File: config.mk
export PLATFORM = sky130hd
export DESIGN_NAME = iterate_sqrt_pipe
export DESIGN_NICKNAME = d
export VERILOG_FILES = /design/src/rtl/iterate_sqrt_pipe.sv
export SDC_FILE = /design/constraint.sdc
export NUM_CORES = 1
export LEC_CHECK = 0
export ABC_CLOCK_PERIOD_IN_PS = 4080
export CORE_MARGIN = 5
export CORE_UTILIZATION = 55
export CTS_BUF_LIST = sky130_fd_sc_hd__clkbuf_16
export DETAILED_ROUTE_END_ITERATION = 6
export PLACE_DENSITY = 0.79
export SETUP_SLACK_MARGIN = 0.02
export SLEW_MARGIN = 30
export SYNTH_ARGS = -nofsm -noshare
export SYNTH_HDL_FRONTEND = slang
export SYNTH_SLANG_ARGS = --single-unit
export TNS_END_PERCENT = 5
File: constraint.sdc
create_clock -name clk -period 4.08 [get_ports clk]
set_input_delay 1.02 -clock clk [delete_from_list [all_inputs] [get_ports clk]]
set_output_delay 1.02 -clock clk [all_outputs]
set_load 0.05 [all_outputs]
File: src/rtl/iterate_sqrt_pipe.sv
// Iterative restoring square root for unpacked floating values.
// One root bit per clock plus a guard bit, then a single rounding step.
`timescale 1ns/1ps
module iterate_sqrt_pipe #(
  parameter int MANT_W   = 11,
  parameter int EXP_W    = 7,
  parameter int EXP_ZERO = -15,
  parameter int EXP_INF  = 16,
  parameter int TRACE    = 1
) (
  input  logic                    clk,
  input  logic                    enable,
  input  logic                    in_valid,
  output logic                    in_ready,
  input  logic                    sign_in,
  input  logic signed [EXP_W-1:0] exp_in,
  input  logic [MANT_W-1:0]       mant_in,
  input  logic                    is_nan_in,
  input  logic                    is_pinf_in,
  input  logic                    is_ninf_in,
  output logic                    out_valid,
  input  logic                    out_ready,
  output logic                    sign_out,
  output logic signed [EXP_W-1:0] exp_out,
  output logic [MANT_W-1:0]       mant_out,
  output logic                    is_nan_out,
  output logic                    is_pinf_out,
  output logic                    is_ninf_out,
  output logic                    step_valid,
  output logic [MANT_W-1:0]       step_mant
);

  localparam int ITERS  = MANT_W + 1;
  localparam int RAD_W  = 2 * ITERS;
  localparam int REM_W  = MANT_W + 3;
  localparam int WIDE_W = REM_W + 2;
  localparam int CNT_W  = $clog2(ITERS + 1);

  localparam logic signed [EXP_W-1:0] EXP_ZERO_C = EXP_ZERO[EXP_W-1:0];
  localparam logic signed [EXP_W-1:0] EXP_INF_C  = EXP_INF[EXP_W-1:0];
  localparam logic signed [EXP_W-1:0] EXP_ONE    = 1;
  localparam logic [MANT_W-1:0]       MANT_ONE   = {1'b1, {(MANT_W-1){1'b0}}};
  localparam logic [CNT_W-1:0]        CNT_INIT   = ITERS[CNT_W-1:0];
  localparam logic [CNT_W-1:0]        CNT_ONE    = 1;

  typedef enum logic [1:0] {IDLE, CALC, ROUND, HOLD} state_t;

  state_t                  state_reg;
  logic [RAD_W-1:0]        rad_reg;
  logic [REM_W-1:0]        rem_reg;
  logic [ITERS-1:0]        root_reg;
  logic [CNT_W-1:0]        cnt_reg;
  logic signed [EXP_W-1:0] exp_half_reg;

  assign in_ready = (state_reg == IDLE) && enable;

  // Operand alignment: an odd exponent folds one factor of two into the significand.
  logic                    odd_exp;
  logic [ITERS-1:0]        work;
  logic signed [EXP_W-1:0] exp_half;

  assign odd_exp  = exp_in[0];
  assign work     = odd_exp ? {mant_in, 1'b0} : {1'b0, mant_in};
  assign exp_half = {exp_in[EXP_W-1], exp_in[EXP_W-1:1]};

  // One restoring digit step, compared at full width.
  logic [WIDE_W-1:0] rem_wide;
  logic [WIDE_W-1:0] trial_wide;
  logic [WIDE_W-1:0] diff_wide;
  logic              step_bit;
  logic [ITERS-1:0]  root_step;

  assign rem_wide   = {rem_reg, rad_reg[RAD_W-1 -: 2]};
  assign trial_wide = {{(WIDE_W-ITERS-2){1'b0}}, root_reg, 2'b01};
  assign step_bit   = (rem_wide >= trial_wide);
  assign diff_wide  = step_bit ? (rem_wide - trial_wide) : rem_wide;
  assign root_step  = {root_reg[ITERS-2:0], step_bit};

  logic [MANT_W-1:0] q;
  logic              guard;
  logic [MANT_W:0]   q_rnd;

  assign q     = root_reg[ITERS-1:1];
  assign guard = root_reg[0];
  assign q_rnd = {1'b0, q} + {{MANT_W{1'b0}}, guard};

  always_ff @(posedge clk or negedge enable) begin
    if (!enable) begin
      state_reg    <= IDLE;
      rad_reg      <= '0;
      rem_reg      <= '0;
      root_reg     <= '0;
      cnt_reg      <= '0;
      exp_half_reg <= '0;
      out_valid    <= 1'b0;
      sign_out     <= 1'b0;
      exp_out      <= '0;
      mant_out     <= '0;
      is_nan_out   <= 1'b0;
      is_pinf_out  <= 1'b0;
      is_ninf_out  <= 1'b0;
    end else begin
      case (state_reg)
        IDLE: begin
          if (in_valid) begin
            if (is_nan_in || is_ninf_in) begin
              sign_out    <= 1'b1;
              exp_out     <= EXP_INF_C;
              mant_out    <= MANT_ONE;
              is_nan_out  <= 1'b1;
              is_pinf_out <= 1'b0;
              is_ninf_out <= 1'b0;
              out_valid   <= 1'b1;
              state_reg   <= HOLD;
            end else if (is_pinf_in) begin
              sign_out    <= 1'b0;
              exp_out     <= EXP_INF_C;
              mant_out    <= '0;
              is_nan_out  <= 1'b0;
              is_pinf_out <= 1'b1;
              is_ninf_out <= 1'b0;
              out_valid   <= 1'b1;
              state_reg   <= HOLD;
            end else if (exp_in == EXP_ZERO_C) begin
              // Subnormals flush to a signed zero.
              sign_out    <= sign_in;
              exp_out     <= EXP_ZERO_C;
              mant_out    <= '0;
              is_nan_out  <= 1'b0;
              is_pinf_out <= 1'b0;
              is_ninf_out <= 1'b0;
              out_valid   <= 1'b1;
              state_reg   <= HOLD;
            end else if (sign_in) begin
              sign_out    <= 1'b1;
              exp_out     <= EXP_INF_C;
              mant_out    <= MANT_ONE;
              is_nan_out  <= 1'b1;
              is_pinf_out <= 1'b0;
              is_ninf_out <= 1'b0;
              out_valid   <= 1'b1;
              state_reg   <= HOLD;
            end else begin
              rad_reg      <= {work, {ITERS{1'b0}}};
              rem_reg      <= '0;
              root_reg     <= '0;
              cnt_reg      <= CNT_INIT;
              exp_half_reg <= exp_half;
              state_reg    <= CALC;
            end
          end
        end
        CALC: begin
          rem_reg  <= diff_wide[REM_W-1:0];
          root_reg <= root_step;
          rad_reg  <= rad_reg << 2;
          cnt_reg  <= cnt_reg - CNT_ONE;
          if (cnt_reg == CNT_ONE) begin
            state_reg <= ROUND;
          end
        end
        ROUND: begin
          // The guard bit alone decides rounding since sqrt never lands on a tie.
          if (q_rnd[MANT_W]) begin
            mant_out <= MANT_ONE;
            exp_out  <= exp_half_reg + EXP_ONE;
          end else begin
            mant_out <= q_rnd[MANT_W-1:0];
            exp_out  <= exp_half_reg;
          end
          sign_out    <= 1'b0;
          is_nan_out  <= 1'b0;
          is_pinf_out <= 1'b0;
          is_ninf_out <= 1'b0;
          out_valid   <= 1'b1;
          state_reg   <= HOLD;
        end
        HOLD: begin
          if (out_ready) begin
            out_valid <= 1'b0;
            state_reg <= IDLE;
          end
        end
        default: state_reg <= IDLE;
      endcase
    end
  end

  generate
    if (TRACE != 0) begin : g_trace
      logic              step_valid_reg;
      logic [MANT_W-1:0] step_mant_reg;
      logic [ITERS-1:0]  root_aligned;

      // Left-align the partial root by the number of digits still to come.
      assign root_aligned = root_step << (cnt_reg - CNT_ONE);

      always_ff @(posedge clk or negedge enable) begin
        if (!enable) begin
          step_valid_reg <= 1'b0;
          step_mant_reg  <= '0;
        end else begin
          step_valid_reg <= (state_reg == CALC);
          if (state_reg == CALC) begin
            step_mant_reg <= root_aligned[ITERS-1:1];
          end
        end
      end

      assign step_valid = step_valid_reg;
      assign step_mant  = step_mant_reg;
    end else begin : g_no_trace
      assign step_valid = 1'b0;
      assign step_mant  = '0;
    end
  endgenerate

endmodule
==> run_results.csv, run 1 <==
group,metric,value,unit
global_routing,grt_pass1_wl,20.5,mm
clocking,clock_path_buffers,2,
global_routing,grt_antenna_before_repair,0,
timing,rsz0062_at_grt,"no",
timing,drv_slew,0,
placed_design,numPortBuffers,60,
global_routing,grt_remaining_overflow,0,
layout,fill_cells,744,
layout,drive_above_1_share,7.41,%
timing,fin_skew,0.00603,ns
setup_path,slowest_delay,0.51,ns
floorplan,die_width,107,um
detailed_routing,routed_wirelength,12.3,mm
setup_path,crit_arrival,3.48,ns
power,ir_drop,0.734,mV
setup_path,crit_type,"input pin to flip-flop",
min_path,min-delay-start,"is_nan_out",
synth,yosysWarnings,0,
setup_path,crit_required,4.36,ns
detailed_routing,ant_nets,0,
clocking,worstSkewPairLatency,0.34,ns
layout,register_area,2100,sq um
floorplan,dieArea,11400,sq um
setup_path,rrSetupSlack,0.92,ns
setup_path,crit_cells,9,
setup_path,worstPathCellList,"clkdlybuf4s50_1, or3b_1, o211ai_2, or2_1, o21a_1, buf_12, nand2_1, o21ai_1, a31o_1",
timing,fin_crit_sh,78.5,%
floorplan,rows,35,
synth,syn_area_per_cell,9.05,sq um
clocking,cts_sinks,84,
detailed_routing,first_pass_iters,6,
power,powerDensity,911,nW/um^2
setup_path,timing.rr.start,"root_reg[3]",
layout,largest_register_ffs,14,
layout,mostFrequentLayoutCells,"84 x dfrtp_1, 75 x nand2_1, 58 x clkdlybuf4s50_1, 54 x o21ai_0, 39 x a21oi_1",
clocking,clkTransAtPathRegs,0.06,ns
global_routing,grt_use_total,22.3,%
min_path,hold_path_depth,1,
layout,antennaDiodeCount,0,
floorplan,coreArea,9150,sq um
layout,nNetsFinal,666,
floorplan,ios,62,
synth,netlist_area,5130,sq um
detailed_routing,wl_per_cell,16.8,um
synth,synthCells,567,
setup_path,reg2reg_to,"step_mant[9]",
status,outcome,"finished clean",
global_routing,grt_max_degree,51,
synth,synth_cell_types,62,
setup_path,endpoint_kind,"flip-flop",
detailed_routing,drt_iter0_markers,267,
layout,layout_commonest_cell,"dfrtp_1",
placed_design,dp_hpwl,8.86,mm
clocking,cts_root_buf,"clkbuf_16",
setup_path,cp_slowest_cell,"clkdlybuf4s50_1",
setup_path,startpoint_type,"input pin",
clocking,cts_tree,"yes",
synth,ys_async_sr_fraction,100,%
synth,synth-seq-cells,84,
setup_path,startpoint,"exp_in[0]",
layout,syn2layout_area_growth,19.0,%
min_path,min_to,"is_nan_out",
timing,fin_tns_setup,0,ns
timing,hold_violations,0,
setup_path,cp_top_family,"compound AO/OA/AOI/OAI gates",
timing,relSlewSlack,43.5,%
timing,worst_pin_slew,0.845,ns
setup_path,rr_worst_depth,9,
clocking,cts_setup_buffers,0,
setup_path,crit_fanout,37,
detailed_routing,remaining_drc_errors,0,
timing,max_freq,312,MHz
layout,multi_input_area,2730,sq um
timing,setup_viol,0,
clocking,cts_hold_buf,0,
timing,holdWs,0.477,ns
timing,period_needed,3.20,ns
job,cap_violations,0,
clocking,numCtsBuffers,9,
synth,yosysSeqAreaShare,41.0,%
floorplan,die_y,107,um
floorplan,start_util,56.0,%
global_routing,grt_pass1_vias,4283,
placed_design,gp_congestion,0.898,
min_path,min_path_type,"flip-flop to flip-flop",
power,p_total,5.56,mW
power,p_leak,2.65,nW
detailed_routing,viasPerCell,5.96,
synth,synth-main-ff-cell,"dfrtp_1",
clocking,htree_levels,3,
synth,synth_edf_count,0,
detailed_routing,via_count,4364,
setup_path,cp.buffers_inverters,2,
synth,synth_nets,617,
layout,fin_util,66.7,%
clocking,cts_resized,0,
==> kinds of logic (layout without fill, tap and decap cells) <==
kind of cell | Yosys count | count (layout) | synth area share [%]
adder cells (fa/ha/maj) | 24 | 24 | 5.85
AND/OR/NAND/NOR | 170 | 170 | 15.2
other | 1 | 1 | 0.0731
AO/OA/AOI/OAI | 161 | 161 | 19.0
XOR/XNOR | 26 | 26 | 4.44
buffers and inverters | 62 | 116 | 5.73
multiplexers | 39 | 39 | 8.76
flip-flops | 84 | 84 | 41.0
==> power by group <==
part	switching (mW)	internal [mW]
clock network	0.346	0.597
registers	0.195	1.10
logic	2.01	1.32
==> layout make-up <==
cell class,instances,area share (%)
Clock buffer,9,3.69
Multi-Input combinational cell,421,44.8
Tap cell,111,2.28
Sequential cell,84,34.4
Inverter,32,1.97
Timing Repair Buffer,68,10.9
Clock inverter,7,1.91
==> worst max path at each step <==
stage / slack (ns) / endpoint
after floorplan: 1.52 / rad_reg[23]
after global placement: 0.65 / rem_reg[10]
after detailed placement: 0.56 / rem_reg[10]
after CTS: 0.89 / rem_reg[10]
after global routing: 0.71 / step_mant[9]
final: 0.88 / rem_reg[10]
==> synthesized netlist by cell type (4+ instances only) <==
cell type | count | area [sq um]
nand2b_1 | 5 | 31.3
nor3_1 | 5 | 25.0
o221ai_1 | 5 | 43.8
mux4_2 | 4 | 90.1
nand4_1 | 5 | 31.3
o31ai_1 | 5 | 37.5
ha_1 | 24 | 300
nand3_1 | 23 | 115
nand2_1 | 75 | 282
buf_2 | 4 | 20.0
o21a_1 | 5 | 37.5
mux2_2 | 7 | 78.8
clkbuf_1 | 13 | 48.8
xnor2_1 | 19 | 166
o21ai_1 | 16 | 80.1
buf_6 | 4 | 45.0
a21oi_1 | 39 | 195
o21ai_0 | 54 | 270
mux2i_1 | 28 | 280
nor2_1 | 36 | 135
nor2b_1 | 4 | 25.0
buf_4 | 7 | 52.6
a211oi_1 | 4 | 30.0
o211ai_1 | 5 | 37.5
a21o_1 | 6 | 45.0
inv_1 | 31 | 116
xor2_1 | 7 | 61.3
dfrtp_1 | 84 | 2100
==> per-stage QoR <==
| step | area (sq um) | std cells | worst slack, ns |
|---|---|---|---|
| 2_1_floorplan | 5130 | 567 | 1.52 |
| 3_3_place_gp | 5760 | 716 | 0.653 |
| 3_5_place_dp | 5760 | 716 | 0.559 |
| 4_1_cts | 6100 | 732 | 0.886 |
| 5_1_grt | 6100 | 732 | 0.708 |
| 6_report | 6100 | 732 | 0.876 |
==> worst register-to-register path, cell delays in order (launching register included) <==
cell and delay (ns):
dfrtp_1 0.49, inv_1 0.18, ha_1 0.41, a21oi_1 0.20
o21ai_0 0.12, a311oi_1 0.37, a21oi_1 0.17, nand2b_1 0.40
o221ai_1 0.49, o221ai_1 0.18
==> metal layers <==
metal  vias to the layer above  track usage [%]  part of all wire, %
li1                       2107                -                    -
met1                      2073             29.3                   44
met2                       149             37.1                   49
met3                        35             4.09                  5.3
met4                         0             7.67                  2.4
met5                         -                0                    0
No activity file was read; power rests on OpenSTA's default activity.
==> run 2: changes to the inputs <==
Settings changed: ABC_CLOCK_PERIOD_IN_PS 4080 to 2700, CORE_UTILIZATION 55 to 51, PLACE_DENSITY 0.79 to 0.77.
Clock period 4.08 ns to 2.7 ns, I/O delays scaled along.
==> run 2 against run 1 <==
Net effect:
- core utilization fell by 1.8 points
- global-route usage hardly changed
- wire length grew 6.3%
- final area increased by 3.8%
- register-to-register slack got worse by 0.84 ns
- critical path type is now flip-flop to flip-flop
==> run_results.csv, run 2 (synthesis gave the netlist of run 1 again) <==
group,metric,value,unit
layout,fin_util,64.8,%
power,p_total,8.73,mW
clocking,clock_path_buffers,2,
timing,worst_pin_slew,0.676,ns
clocking,cts_root_buf,"clkbuf_16",
detailed_routing,viasPerCell,5.67,
timing,rsz0062_at_grt,"yes",
layout,multi_input_area,2760,sq um
floorplan,die_width,110,um
detailed_routing,ant_nets,0,
detailed_routing,via_count,4463,
clocking,cts_sinks,84,
timing,relSlewSlack,54.9,%
clocking,clkTransAtPathRegs,0.07,ns
global_routing,grt_pass1_wl,21.3,mm
setup_path,startpoint,"root_reg[3]",
floorplan,ios,62,
clocking,worstSkewPairLatency,0.34,ns
timing,fin_skew,0.00892,ns
layout,nNetsFinal,699,
setup_path,startpoint_type,"flip-flop",
global_routing,grt_max_degree,53,
clocking,cts_tree,"yes",
timing,hold_violations,0,
detailed_routing,remaining_drc_errors,0,
layout,mostFrequentLayoutCells,"84 x dfrtp_1, 75 x nand2_1, 58 x clkdlybuf4s50_1, 52 x o21ai_0, 42 x buf_4",
placed_design,numPortBuffers,60,
status,outcome,"finished clean",
global_routing,grt_antenna_before_repair,0,
layout,register_area,2100,sq um
layout,final_area,6340,sq um
layout,layout_commonest_cell,"dfrtp_1",
clocking,htree_levels,3,
global_routing,grt_pass1_vias,4512,
timing,fin_crit_sh,97.1,%
setup_path,crit_type,"flip-flop to flip-flop",
setup_path,timing.rr.start,"root_reg[3]",
power,powerDensity,1380,nW/um^2
floorplan,die_y,110,um
floorplan,rows,36,
setup_path,endpoint_kind,"flip-flop",
placed_design,place_area,6040,sq um
detailed_routing,routed_wirelength,13.1,mm
layout,fill_cells,789,
setup_path,crit_arrival,2.83,ns
layout,drive_above_1_share,13.3,%
detailed_routing,drt_iter0_markers,250,
timing,period_needed,2.62,ns
global_routing,grt_use_total,22.3,%
placed_design,gp_congestion,0.869,
detailed_routing,first_pass_iters,5,
timing,max_freq,382,MHz
global_routing,grt_remaining_overflow,0,
job,cap_violations,0,
placed_design,dp_hpwl,10.1,mm
min_path,min_path_type,"input pin to async pin",
layout,syn2layout_area_growth,23.6,%
detailed_routing,wl_per_cell,16.6,um
floorplan,coreArea,9770,sq um
setup_path,crit_required,2.91,ns
floorplan,start_util,52.5,%
timing,drv_slew,0,
clocking,numCtsBuffers,9,
floorplan,dieArea,12200,sq um
setup_path,crit_fanout,10,
power,p_leak,2.77,nW
layout,largest_register_ffs,14,
power,ir_drop,0.889,mV
layout,antennaDiodeCount,0,
timing,setup_viol,0,
timing,fin_tns_setup,0,ns
## run 2: cell types whose count changed in the layout (fill, tap and decap cells not counted), moves of 2 or more
cell       change
inv_1          -2
o21ai_1        +2
o21ai_0        -2
bufinv_16      -3
buf_4         +33
## run 2: cell type report
| class | count | share of cell area, % |
|---|---|---|
| tap | 133 | 2.63 |
| clock buffer | 9 | 3.55 |
| sequential | 84 | 33.2 |
| timing repair buffer | 101 | 14.4 |
| clock inverter | 7 | 0.829 |
| multi-input combinational | 421 | 43.5 |
| inverter | 32 | 1.89 |
## run 2: worst max-delay path, stage by stage (launching register included)
cell and delay [ns]:
dfrtp_1 0.41, inv_2 0.13, ha_1 0.32, a21oi_1 0.23, o21ai_1 0.13, a311oi_2 0.37, a21oi_2 0.15, nand2b_2 0.26
buf_4 0.22, mux2i_1 0.17, o21ai_0 0.10
## run 2: what timing repair did
action,CTS,global route
cloned,0,0
setup endpoints to repair,22,22
hold buffers,0,0
setup buffers,0,0
gates resized for setup,3,6
pin swaps,0,2
## run 2: path summary, 6_finish.rpt
kind | to | slack (ns) | cells after the start
setup / recovery | rem_reg[12] | 0.08 | 10
hold / removal | sign_out | 0.38 | 2
setup reg to reg | rem_reg[12] | 0.08 | 10
hold reg to reg | out_valid | 0.48 | 2
max in group asynchronous | cnt_reg[0] | 1.75 | 2
min in group clk | out_valid | 0.48 | 2
## run 2: stage by stage
step / cells / setup slack, ns / hold WS, ns
3_5_place_dp: 771 / -0.0632 / 0.473
4_1_cts: 787 / 0.0414 / 0.405
3_3_place_gp: 771 / 0.0546 / 0.458
6_report: 787 / 0.0794 / 0.378
2_1_floorplan: 567 / 0.221 / 0.379
5_1_grt: 787 / 0.00549 / 0.417
## run 2: per-layer routing
metal	vias up	track usage (%)	wire length, um
met5	-	0	0
met4	0	6.60	184
met3	21	3.90	716
met2	138	39.0	6550
met1	2142	28.2	5650
li1	2162	-	-
## run 2: where the power goes
group | switching, mW | total, mW | internal (mW)
logic | 3.26 | 5.62 | 2.36
registers | 0.309 | 1.96 | 1.66
clock network | 0.524 | 1.15 | 0.628
total | 4.09 | 8.73 | 4.64
==> run 3: changes to the inputs <==
Settings changed: CORE_UTILIZATION 51 to 32, PLACE_DENSITY 0.77 to not set.
==> run 3 against run 2 <==
Net effect:
- setup slack improved by 0.074 ns
- combinational power about the same
- via count down 2.2%
- clock skew is essentially flat
- cell count rose by 10%
- clock power hardly changed
- critical path depth rose by 1
- non-clock buffer count is 1 lower
- sequential power is essentially flat
==> run_results.csv, run 3 (synthesis gave the netlist of run 1 again) <==
group,metric,value,unit
setup_path,cp_top_family,"compound AO/OA/AOI/OAI gates",
job,cap_violations,0,
timing,drv_slew,0,
layout,mostFrequentLayoutCells,"83 x dfrtp_1, 75 x nand2_1, 58 x clkdlybuf4s50_1, 52 x o21ai_0, 38 x a21oi_1",
timing,max_freq,393,MHz
detailed_routing,via_count,4365,
layout,layout_commonest_cell,"dfrtp_1",
setup_path,startpoint,"root_reg[3]",
layout,nNetsFinal,698,
detailed_routing,first_pass_iters,5,
timing,hold_violations,0,
clocking,worstSkewPairLatency,0.34,ns
min_path,min_path_type,"input pin to async pin",
floorplan,die_y,137,um
setup_path,worstPathCellList,"inv_1, ha_2, a21oi_1, o21ai_1, a311oi_2, a21oi_2, buf_4, nor2b_1, buf_4, a31o_2, o221ai_1",
timing,setup_viol,0,
global_routing,grt_antenna_before_repair,0,
global_routing,grt_use_total,14.6,%
clocking,htree_levels,3,
global_routing,grt_remaining_overflow,0,
setup_path,rr_worst_depth,11,
clocking,cts_sinks,84,
power,p_leak,2.79,nW
setup_path,rrSetupSlack,0.15,ns
setup_path,endpoint,"step_mant[6]",
setup_path,cp.buffers_inverters,3,
timing,worst_pin_slew,0.549,ns
floorplan,ios,62,
detailed_routing,wl_per_cell,15.3,um
setup_path,crit_fanout,7,
floorplan,dieArea,18700,sq um
setup_path,reg2reg_to,"step_mant[6]",
detailed_routing,ant_nets,0,
layout,largest_register_ffs,14,
setup_path,crit_cells,11,
placed_design,place_area,6180,sq um
placed_design,dp_hpwl,10.4,mm
clocking,cts_root_buf,"clkbuf_16",
status,outcome,"finished clean",
global_routing,grt_pass1_wl,21.7,mm
global_routing,grt_max_degree,44,
floorplan,start_util,32.4,%
placed_design,gp_congestion,0.838,
timing,rsz0062_at_grt,"no",
layout,instances_no_fill,869,
timing,period_needed,2.55,ns
clocking,cts_hold_buf,0,
clocking,cts_tree,"yes",
detailed_routing,routed_wirelength,13.3,mm
power,powerDensity,1350,nW/um^2
clocking,clkTransAtPathRegs,0.06,ns
setup_path,crit_type,"flip-flop to flip-flop",
clocking,clock_path_buffers,2,
placed_design,dp.cells,852,
setup_path,crit_arrival,2.75,ns
placed_design,numPortBuffers,60,
setup_path,crit_path_frequent_cell,"buf_4",
setup_path,timing.rr.start,"root_reg[3]",
floorplan,rows,46,
detailed_routing,viasPerCell,5.02,
detailed_routing,remaining_drc_errors,0,
setup_path,crit_required,2.90,ns
timing,relSlewSlack,63.4,%
timing,fin_crit_sh,94.3,%
global_routing,grt_pass1_vias,4373,
setup_path,startpoint_type,"flip-flop",
setup_path,endpoint_kind,"flip-flop",
layout,syn2layout_area_growth,26.4,%
setup_path,cp_slowest_cell,"dfrtp_1",
layout,final_area,6480,sq um
clocking,numCtsBuffers,9,
detailed_routing,drt_iter0_markers,265,
power,ir_drop,0.432,mV
floorplan,die_width,137,um
setup_path,slowest_delay,0.37,ns
timing,fin_skew,0.00928,ns
floorplan,coreArea,15800,sq um
layout,drive_above_1_share,12.9,%
layout,antennaDiodeCount,0,
run 3: timing repair:
item | 4_1_cts | 5_1_grt
pin swaps | 2 | 0
setup buffers | 1 | 0
cloned | 0 | 0
endpoints found under the hold margin | 0 | 0
resized for setup | 1 | 9
endpoints found under the setup margin | 5 | 22
run 3: final cells by class:
| type | count | area [sq um] |
|---|---|---|
| multi-input combinational | 421 | 2760 |
| fill | 1551 | 9350 |
| tap | 216 | 270 |
| clock buffer | 9 | 225 |
| sequential | 84 | 2100 |
| clock inverter | 7 | 45.0 |
| timing repair buffer | 100 | 958 |
| inverter | 32 | 120 |
run 3: layer usage:
metal / routed length [um] / GRT usage (%)
met5: 0 / 0
met2: 6530 / 24.5
met4: 212 / 4.70
met3: 728 / 2.43
met1: 5870 / 19.2
run 3: worst reg2reg max path, cell delays in order (launching register included):
cell      delay (ns)
dfrtp_1         0.37
inv_1           0.19
ha_2            0.37
a21oi_1         0.18
o21ai_1         0.12
a311oi_2        0.33
a21oi_2         0.11
buf_4           0.15
nor2b_1         0.09
buf_4           0.17
a31o_2          0.21
o221ai_1        0.12
run 3: where the power goes:
group,internal [mW],switching (mW),leakage [nW]
registers,1.66,0.300,1.11
logic,2.41,3.21,1.55
clock network,0.621,0.527,0.136
total,4.69,4.04,2.79
run 3: worst min-delay path by stage:
| stage | from | endpoint |
|---|---|---|
| 2_1_floorplan | enable | cnt_reg[0] |
| 3_3_place_gp | is_nan_out | is_nan_out |
| 3_5_place_dp | mant_out[6] | mant_out[6] |
| 4_1_cts | enable | mant_out[9] |
| 5_1_grt | enable | is_pinf_out |
| 6_report | enable | exp_out[2] |
run 3: through the flow:
stage	hold slack, ns	setup TNS, ns	total power [mW]	utilization, %	worst slack [ns]
2_1_floorplan	0.379	0	5.91	-	0.221
3_3_place_gp	0.460	0	7.35	39.0	0.00982
3_5_place_dp	0.469	-0.0723	7.45	39.0	-0.0567
4_1_cts	0.466	0	8.70	40.8	0.0201
5_1_grt	0.497	0	9.37	41.0	0.0395
6_report	0.440	0	8.72	41.0	0.153
